$ cat src/rtl/dm_access_ctrl.sv
// dm_access_ctrl
//   M-stage data-memory sequencer. Takes one load/store per instruction,
//   drives a word-wide req/ready memory, generates byte enables and
//   lane-replicated store data, stalls the pipeline while the access is in
//   flight and returns extended load data plus exception flags.
// Ports
//   clk, reset            : clock (rising edge), async active-high reset
//   req_*                 : M-stage request (valid/we/size/signed/addr/wdata)
//   stall                 : combinational pipeline freeze
//   rsp_valid/rsp_rdata   : one-cycle completion pulse and load data
//   exc_adel/ades/bus     : misaligned load / misaligned store / bus timeout
//   mem_*                 : memory port (req held until mem_ready)
module dm_access_ctrl #(
  parameter int unsigned TIMEOUT = 255
) (
  input  logic        clk,
  input  logic        reset,
  input  logic        req_valid,
  input  logic        req_we,
  input  logic [1:0]  req_size,
  input  logic        req_signed,
  input  logic [31:0] req_addr,
  input  logic [31:0] req_wdata,
  output logic        stall,
  output logic        rsp_valid,
  output logic [31:0] rsp_rdata,
  output logic        exc_adel,
  output logic        exc_ades,
  output logic        exc_bus,
  output logic        mem_req,
  output logic        mem_we,
  output logic [31:0] mem_addr,
  output logic [3:0]  mem_be,
  output logic [31:0] mem_wdata,
  input  logic        mem_ready,
  input  logic [31:0] mem_rdata
);

  localparam int CW = $clog2(TIMEOUT + 1);

  typedef enum logic [1:0] {IDLE, BUSY, DONE} state_t;

  state_t          state;
  logic [1:0]      l_size;
  logic            l_signed;
  logic [1:0]      l_off;
  logic [CW-1:0]   cnt;

  logic            misal;
  logic [3:0]      be_c;
  logic [31:0]     wdata_c;
  logic [7:0]      lane_b;
  logic [15:0]     lane_h;
  logic [31:0]     ext_c;
  logic            timeout_hit;

  // Request decode from the live M-stage inputs (used only in IDLE).
  always_comb begin
    misal   = (req_size == 2'b11) ||
              (req_size == 2'b01 && req_addr[0]) ||
              (req_size == 2'b10 && req_addr[1:0] != 2'b00);
    be_c    = 4'b1111;
    wdata_c = req_wdata;
    case (req_size)
      2'b00: begin
        be_c    = 4'b0001 << req_addr[1:0];
        wdata_c = {4{req_wdata[7:0]}};
      end
      2'b01: begin
        be_c    = req_addr[1] ? 4'b1100 : 4'b0011;
        wdata_c = {2{req_wdata[15:0]}};
      end
      default: ;
    endcase
  end

  // Load lane select and extension using the latched request.
  always_comb begin
    lane_b = mem_rdata[{l_off, 3'b000} +: 8];
    lane_h = mem_rdata[{l_off[1], 4'b0000} +: 16];
    case (l_size)
      2'b00:   ext_c = {{24{l_signed & lane_b[7]}}, lane_b};
      2'b01:   ext_c = {{16{l_signed & lane_h[15]}}, lane_h};
      default: ext_c = mem_rdata;
    endcase
  end

  // cnt holds the number of BUSY cycles already completed, so the TIMEOUT-th
  // BUSY cycle is the one where cnt == TIMEOUT-1.
  assign timeout_hit = (cnt == CW'(TIMEOUT - 1));

  // State decode keeps mem_req/stall falling with the async reset itself.
  assign mem_req = (state == BUSY);
  assign stall   = (state == BUSY) || (state == IDLE && req_valid);

  always_ff @(posedge clk or posedge reset) begin
    if (reset) begin
      state     <= IDLE;
      l_size    <= 2'b00;
      l_signed  <= 1'b0;
      l_off     <= 2'b00;
      cnt       <= '0;
      rsp_valid <= 1'b0;
      rsp_rdata <= '0;
      exc_adel  <= 1'b0;
      exc_ades  <= 1'b0;
      exc_bus   <= 1'b0;
      mem_we    <= 1'b0;
      mem_addr  <= '0;
      mem_be    <= '0;
      mem_wdata <= '0;
    end else begin
      case (state)
        IDLE: begin
          if (req_valid) begin
            l_size   <= req_size;
            l_signed <= req_signed;
            l_off    <= req_addr[1:0];
            if (misal) begin
              state     <= DONE;
              rsp_valid <= 1'b1;
              exc_adel  <= ~req_we;
              exc_ades  <= req_we;
            end else begin
              state     <= BUSY;
              cnt       <= '0;
              mem_we    <= req_we;
              mem_addr  <= {req_addr[31:2], 2'b00};
              mem_be    <= be_c;
              mem_wdata <= wdata_c;
            end
          end
        end
        BUSY: begin
          cnt <= cnt + 1'b1;
          if (mem_ready) begin
            // ready beats the timeout on the same cycle
            state     <= DONE;
            rsp_valid <= 1'b1;
            rsp_rdata <= mem_we ? 32'h0 : ext_c;
          end else if (timeout_hit) begin
            state     <= DONE;
            rsp_valid <= 1'b1;
            exc_bus   <= 1'b1;
          end
        end
        DONE: begin
          // req_valid here is still the completing instruction: ignore it.
          state     <= IDLE;
          rsp_valid <= 1'b0;
          rsp_rdata <= '0;
          exc_adel  <= 1'b0;
          exc_ades  <= 1'b0;
          exc_bus   <= 1'b0;
        end
        default: state <= IDLE;
      endcase
    end
  end

endmodule

$ cat config.mk
export PLATFORM = sky130hd
export DESIGN_NAME = dm_access_ctrl
export DESIGN_NICKNAME = d
export VERILOG_FILES = /design/src/rtl/dm_access_ctrl.sv
export SDC_FILE = /design/constraint.sdc
export NUM_CORES = 1
export LEC_CHECK = 0
export CAP_MARGIN = 20
export CORE_ASPECT_RATIO = 1.4
export CORE_MARGIN = 2
export CORE_UTILIZATION = 49
export CTS_BUF_LIST = sky130_fd_sc_hd__clkbuf_8
export DETAILED_ROUTE_END_ITERATION = 8
export HOLD_SLACK_MARGIN = 0.1
export PLACE_DENSITY = 0.89
export SLEW_MARGIN = 20
export SYNTH_ARGS = -nofsm -noshare
export SYNTH_HDL_FRONTEND = slang
export SYNTH_SLANG_ARGS = --single-unit
$ cat constraint.sdc
create_clock -name clk -period 9.2 [get_ports clk]
set_input_delay 0.92 -clock clk [delete_from_list [all_inputs] [get_ports clk]]
set_output_delay 0.92 -clock clk [all_outputs]
set_load 0.02 [all_outputs]
* Yosys cells after proc, flatten, opt, wreduce, memory -nomap -nowiden
Index checks and enable logic that the tools add are counted.
Storage, ports and cells: register bits 118, bits of input ports 104, output and inout port bits 107, logic and storage cells 86
Operators by class: add/sub/neg operators 1, equal/unequal tests 14, shift operators 3, mux-type cells 28, bitwise gates (word level) 4, reductions and logical operators 22
Operator list (count):
- $pmux 32 s2 | 3
- $mux 32 | 2
- $shiftx 32x6->16 | 1
- $shiftx 32x6->8 | 1
- $mux 8 | 2
- $pmux 8 s2 | 1
- $reduce_and 3->1 | 4
- $mux 1 | 9
- $add 8x1->8 const B | 1
- $eq 8x8->1 const B | 1
- $mux 2 | 4
- $ne 2x2->1 const B | 4
- $pmux 4 s2 | 1
- $reduce_bool 2->1 | 4
- $eq 2x1->1 const B | 3
- $eq 2x2->1 const B | 3
- $logic_not 2->1 | 3
- $pmux 1 s2 | 3
- $reduce_and 2->1 | 3
- $mux 4 | 1
- $ne 2x1->1 const B | 2
- $pmux 2 s2 | 1
- $reduce_and 4->1 | 1
- $shl 1x2->4 const A | 1
- other kinds (7) | 13

* Depth between registers and ports, before layout
Gate-level depths: netlist of the first run.
word-level depth 7, mapped depth 8, gate-level depth less buffers 6

* Least setup slack after synthesis of the first run
No wires, ideal clock.
path kind input-to-reg, from input port req_size[0], to register cnt[2], library setup time 66 ps, arrival time 2170 ps, setup slack 6964 ps, stages on the path 6, buffers on the path 2, cells stage by stage buf_2 > and4bb_1 > a211oi_2 > buf_2 > or4b_1 > nand2_1
On the way: cells in the longest elaborated chain, start to end 6, elaborated cells on any way between the ends 9
Ends and longest elaborated chain:
- start: declaration | line 20 | input logic [1:0] req_size,
- $eq 2x1->1 | line 60 | (req_size == 2'b01 && req_addr[0]) ||
- $logic_and 1x1->1 | line 60
- $logic_or 1x1->1 | line 59 | misal = (req_size == 2'b11) ||
- $logic_or 1x1->1 * | line 60
- $ne 2x2->1 (no source line) *
- $reduce_and 3->1 (no source line) *
- end signal: assignment | line 135 | cnt <= cnt + 1'b1;
- end: declaration | line 47 | logic [CW-1:0] cnt;
Mark *: on every way between the ends. The rest lies on a longest branch, timed or not. A chain may end at the register's enable or synchronous reset.

* Worst setup path in the final report of the first run
from input port req_size[0], to register mem_wdata[6]
On the way: cells in the longest elaborated chain, start to end 6, elaborated cells on any way between the ends 9
Ends and longest elaborated chain:
- $eq 2x1->1 | line 60
- $logic_and 1x1->1 | line 60
- $logic_or 1x1->1 | line 59
- $logic_or 1x1->1 * | line 60
- $not 1->1 (no source line) *
- $reduce_and 3->1 (no source line) *
- end signal: assignment | line 130 | mem_wdata <= wdata_c;
- end: declaration | line 34 | output logic [31:0] mem_wdata,
Marks and branches as above.

==> metrics.cfg, run 1 <==
[outcome]
outcome = complete, no violations

[worst_hold_path]
hold_path.class = register to register
hold_start = rsp_rdata[5]
min_to = rsp_rdata[5]
worstHoldPathCells = 2

[die]
die_h_um = 131
initial_core_util = 0.499
fp.dieW_um = 94.4
ios = 211
coreArea_um2 = 11200
rows = 46
die_area_um2 = 12300

[layout]
final_common_cell = clkdlybuf4s50_1
fin_area_um2 = 8150
utilization = 0.726
drive_above_1_share = 0.135
area.growth.synth_to_final_pct = 45.4
layout_common_cells = clkdlybuf4s50_1, dfrtp_1, o21ai_0
nets = 815
layout.cells.non_filler = 861
insertedDiodeCount = 0

[setup_path]
crit_slowest_cell = clkdlybuf4s50_1
reg2regPathDepth = 5
startpoint_type = input pin
path_cells = clkdlybuf4s50_1 > o21ai_1 > nand3_4 > mux2_2
cpPeakStageDelay_ps = 930
worst-setup-path-type = input pin to register
rr_startpoint = state[0]
crit_path_end_kind = register
r2r-end = mem_wdata[6]
worstPathMaxFanout = 88
arrival_ps = 3930
rrSetupSlack_ps = 6370
worst_ep_required_time_ps = 9510

[clock_network]
root_buffer = clkbuf_8
cts.hold.buffers_added = 0
cts_buffers = 17
path_clk_slew_ps = 70
ctsHtreeMaxLevel = 4
clock-sinks = 118
post_cts_buffers = 0
ctsLongestPathBuffers = 2
cts_tree = yes
cts_resized = 0
clock_latency_ps = 430

[sta]
rsz0062_at_grt = false
fin_skew_ps = 9.96
worst_hold_slack_ps = 484
max-slew-margin-rel = 0.263
tns_ps = 0
fmax_mhz = 276
period_share = 0.393
hold_violations = 0
fin_ws_ps = 5580
finalSetupViolations = 0
drv_slew = 0
worstMarginPinSlew_ps = 1100
fin_crit_ps = 3620

[grt]
busiest_layer = met2
grt_usage = 0.266
grtUsageMet3 = 0.0837
met2_usage = 0.488
antenna_found_initial = 0
grt_overflow = 0
grt_pass1_wl_mm = 25.4
grtUsageMet1 = 0.288
grt_max_degree = 89
grt_pass1_vias = 5113

[power]
p_sw_frac = 0.380
power_frac_comb = 0.460
p_switching_mw = 0.961
ir_worst_vdd_uv = 189
p_per_area_nw_per_um2 = 310
power.leakage_nw = 3.46
finalPower_mw = 2.53
p_int_mw = 1.57
pwr-share-seq = 0.343
clock_power_share = 0.197

[route]
routedWlPerCell_um = 18.9
drcViolationCount = 0
antenna_left = 0
dr.pass1.iters = 5
num_vias = 4949
drt_iter0_drc = 325
wirelength_mm = 16.2
vias_per_cell = 5.75

[place]
dp_slack_ps = 5170
routabilityCongestion = 0.870
dp_hpwl_mm = 11.9
postPlaceCellArea_um2 = 7730
dpl.cell_count = 830
port_buffers = 208

[synth]
synth_area_um2 = 5610
ys.flop_type = dfrtp_1
synth-async-reset-ratio = 1.00
ys_seq_elements = 118
yosysSeqAreaShare = 0.527
syn_area_per_cell_um2 = 11.0
synth-edff-count = 0
synth_cell_types = 54
syn_inst = 508
yosysWarnings = 0

[run]
max_cap_violations = 0

-- sequential cells by signal, indices dropped and copies added (netlist names), 2 cells and up --
signal and count:
state 2, mem_addr 30, mem_wdata 32, cnt 8
l_off 2, rsp_rdata 32, l_size 2, mem_be 4
-- metal layers --
layer  wire length [um]  share of wire
met5                  0              0
met4                333          0.021
met3               1310          0.080
met2               8780           0.54
met1               5820           0.36
-- cell usage after synthesis, types with 5 or more instances --
cell	n	area, um^2
ha_1	6	75.1
a21oi_1	27	135
mux2_2	39	439
a21boi_0	5	37.5
a221o_2	15	169
nor2_1	16	60.1
o21ai_0	71	355
buf_2	11	55.1
nand2_1	58	218
mux2i_1	40	400
dfrtp_1	118	2950
inv_1	11	41.3
nand3_1	5	25.0
clkbuf_1	15	56.3
o32ai_1	8	70.1
-- worst max-delay path, delay by kind of cell --
kind | cells | cell delay (ps)
AOI/OAI and AO/OA | 1 | 620
buffers and inverters | 1 | 930
muxes | 1 | 580
and+or+nand+nor | 1 | 790
-- kinds of logic after synthesis --
logic type / count (synthesis) / share of synthesized area
compound gates: 153 / 0.178
xor+xnor: 1 / 0.00156
fa+ha+maj: 6 / 0.0134
buf+inv: 45 / 0.0391
flops: 118 / 0.527
mux: 80 / 0.154
other cells: 1 / 0.000669
simple gates: 104 / 0.0864
-- power groups by stage --
stage | Clock, mW | Combinational (mW) | Sequential, mW
floorplan | 0 | 0.444 | 1.04
global placement | 0 | 1.12 | 0.859
detailed placement | 0 | 1.16 | 0.872
CTS | 0.504 | 1.17 | 0.866
global route | 0.527 | 1.24 | 0.893
finish | 0.498 | 1.16 | 0.868
-- area by class of cell --
class | instances | area (um^2)
fillers | 786 | 3070
flip-flops and latches | 118 | 2950
multi-input cells | 346 | 2450
repair buffers | 211 | 2100
clock buffers | 21 | 289
well taps | 144 | 180
clock inverters | 10 | 129
inverters | 11 | 43.8
-- worst max-delay path by stage --
| stage | startpoint | end | slack (ps) | depth (start not counted) |
|---|---|---|---|---|
| after global placement | req_size[0] | mem_wdata[2] | 5310 | 4 |
| after detailed placement | req_size[0] | mem_wdata[6] | 5170 | 4 |
| after CTS | req_size[0] | mem_wdata[0] | 5620 | 4 |
| after global routing | req_size[0] | mem_wdata[7] | 5390 | 4 |
| final | req_size[0] | mem_wdata[6] | 5580 | 4 |
| after floorplan | reset | cnt[0] | 5150 | 1 |
Note: power is estimated with default switching activity, not from simulation.
==> run 2, diff against run 1 <==
--- a/config.mk
+++ b/config.mk
@@ -8,11 +8,11 @@
 export CAP_MARGIN = 20
 export CORE_ASPECT_RATIO = 1.4
 export CORE_MARGIN = 2
-export CORE_UTILIZATION = 49
+export CORE_UTILIZATION = 41
 export CTS_BUF_LIST = sky130_fd_sc_hd__clkbuf_8
 export DETAILED_ROUTE_END_ITERATION = 8
 export HOLD_SLACK_MARGIN = 0.1
-export PLACE_DENSITY = 0.89
+export PLACE_DENSITY = 0.79
 export SLEW_MARGIN = 20
 export SYNTH_ARGS = -nofsm -noshare
 export SYNTH_HDL_FRONTEND = slang
==> constraint.sdc (replaced) <==
create_clock -name clk -period 3.1 [get_ports clk]
set_input_delay 0.31 -clock clk [delete_from_list [all_inputs] [get_ports clk]]
set_output_delay 0.31 -clock clk [all_outputs]
set_load 0.02 [all_outputs]
==> metrics.cfg, run 2 (same netlist as run 1, synthesis figures left out) <==
[outcome]
outcome = complete, no violations

[clock_network]
clock-sinks = 118  ; unchanged
ctsLongestPathBuffers = 2  ; unchanged
ctsHtreeMaxLevel = 4  ; unchanged
cts_resized = 0  ; unchanged
root_buffer = clkbuf_8
cts_buffers = 17  ; unchanged
path_clk_slew_ps = 70  ; about the same
clock_latency_ps = 420  ; about the same
cts.hold.buffers_added = 0  ; unchanged
cts_tree = yes
post_cts_buffers = 0  ; unchanged

[route]
dr.pass1.iters = 4  ; -1
routedWlPerCell_um = 17.7  ; -6.4%
wirelength_mm = 16.0  ; -1.3%
vias_per_cell = 5.38  ; -6.4%
antenna_left = 0  ; unchanged
drt_iter0_drc = 209  ; -36%
drcViolationCount = 0  ; unchanged
num_vias = 4883  ; -1.3%

[setup_path]
path_delay_family = buffers and inverters
cpPeakStageDelay_ps = 630  ; -300 ps
worstPathMaxFanout = 8  ; -91%
crit_path_end_kind = output port
startpoint_type = register
arrival_ps = 2260  ; -1670 ps
cp-startpoint = state[1]
rr_startpoint = state[1]
crit_slowest_cell = clkdlybuf4s50_1
crit_buf_inv = 2  ; +1
worst-setup-path-type = register to output port
path_cells = inv_1 > ha_1 > nand2_1 > nand2b_1 > clkdlybuf4s50_1
worst_ep_required_time_ps = 2790  ; -6720 ps

[die]
die_h_um = 142  ; +9.0%
ios = 211  ; unchanged
coreArea_um2 = 13400  ; +19%
initial_core_util = 0.419  ; -0.0808
fp.dieW_um = 103  ; +8.9%
rows = 50  ; +8.7%
die_area_um2 = 14600  ; +19%

[grt]
grt_pass1_vias = 5106  ; -0.14%
grt_pass1_wl_mm = 25.1  ; -1.3%
antenna_found_initial = 0  ; unchanged
grt_overflow = 0  ; unchanged
grt_usage = 0.219  ; -0.0474
grt_max_degree = 69  ; -22%

[layout]
layout_common_cells = clkdlybuf4s50_1, dfrtp_1, o21ai_0
utilization = 0.617  ; -0.109
final_common_cell = clkdlybuf4s50_1
reg.largest.list = mem_wdata (32), rsp_rdata (32), mem_addr (30)
area.growth.synth_to_final_pct = 47.5
drive_above_1_share = 0.145  ; +0.00934
nets = 824  ; +1.1%
fin_area_um2 = 8270  ; +1.4%
insertedDiodeCount = 0  ; unchanged

[sta]
fmax_mhz = 389
rsz0062_at_grt = false
worstMarginPinSlew_ps = 1020  ; -84.8 ps
max-slew-margin-rel = 0.320  ; +0.0568
fin_skew_ps = 12.4  ; +2.45 ps
period_share = 0.830
drv_slew = 0  ; unchanged
fin_ws_ps = 528  ; -5050 ps
tns_ps = 0  ; unchanged
fin_crit_ps = 2570
hold_violations = 0  ; unchanged
finalSetupViolations = 0  ; unchanged

[place]
dp_slack_ps = 690  ; -4480 ps
postPlaceCellArea_um2 = 7880  ; +1.8%
port_buffers = 208  ; unchanged
dp_hpwl_mm = 12.0  ; +1.2%
routabilityCongestion = 0.860  ; -1.1%

[power]
ir_worst_vdd_uv = 429  ; +130%
power.leakage_nw = 3.50  ; +1.1%
finalPower_mw = 7.43  ; +190%
p_per_area_nw_per_um2 = 899  ; +190%

[run]
max_cap_violations = 0  ; unchanged

[worst_hold_path]
hold_path.class = input pin to async pin

-- run 2: cell count changes in the layout (fill, tap and decap cells not counted) --
cell,delta
clkinv_2,+2
clkinv_4,-1
clkinvlp_4,+2
clkbuf_8,-3
buf_4,+7
inv_4,-1
buf_12,+2
inv_1,+1
-- run 2: path summary, 6_finish.rpt --
kind / endpoint / slack (ps) / cells past startpoint
max reg2reg: cnt[4] / 870 / 6
min reg2reg: rsp_rdata[4] / 480 / 2
min: rsp_rdata[28] / 280 / 2
max in group asynchronous: mem_wdata[9] / 2140 / 3
min in group clk: l_signed / 460 / 3
max: stall / 530 / 5
-- run 2: layout make-up --
class / count / area (um^2)
Timing Repair Buffer: 220 / 2200
Clock buffer: 18 / 248
Sequential cell: 118 / 2950
Multi-Input combinational cell: 346 / 2450
Inverter: 11 / 45.0
Clock inverter: 13 / 141
Tap cell: 182 / 228
Fill cell: 1110 / 5120
-- run 2: layer usage --
metal | GRT usage | vias to the layer above | routed length (um)
li1 | - | 2254 | -
met1 | 0.239 | 2385 | 5870
met2 | 0.381 | 209 | 8450
met3 | 0.0683 | 35 | 1290
met4 | 0.0983 | 0 | 426
met5 | 0 | - | 0
-- run 2: stage by stage --
stage	cells	hold slack [ps]
6_report	908	279
3_5_place_dp	877	470
4_1_cts	908	265
5_1_grt	908	312
2_1_floorplan	509	427
3_3_place_gp	877	461
-- run 2: where the power goes --
| part | switching, mW | internal (mW) | total (mW) |
|---|---|---|---|
| Combinational | 1.83 | 1.68 | 3.51 |
| Sequential | 0.394 | 2.12 | 2.52 |
| Clock | 0.606 | 0.796 | 1.40 |
| Total | 2.83 | 4.60 | 7.43 |
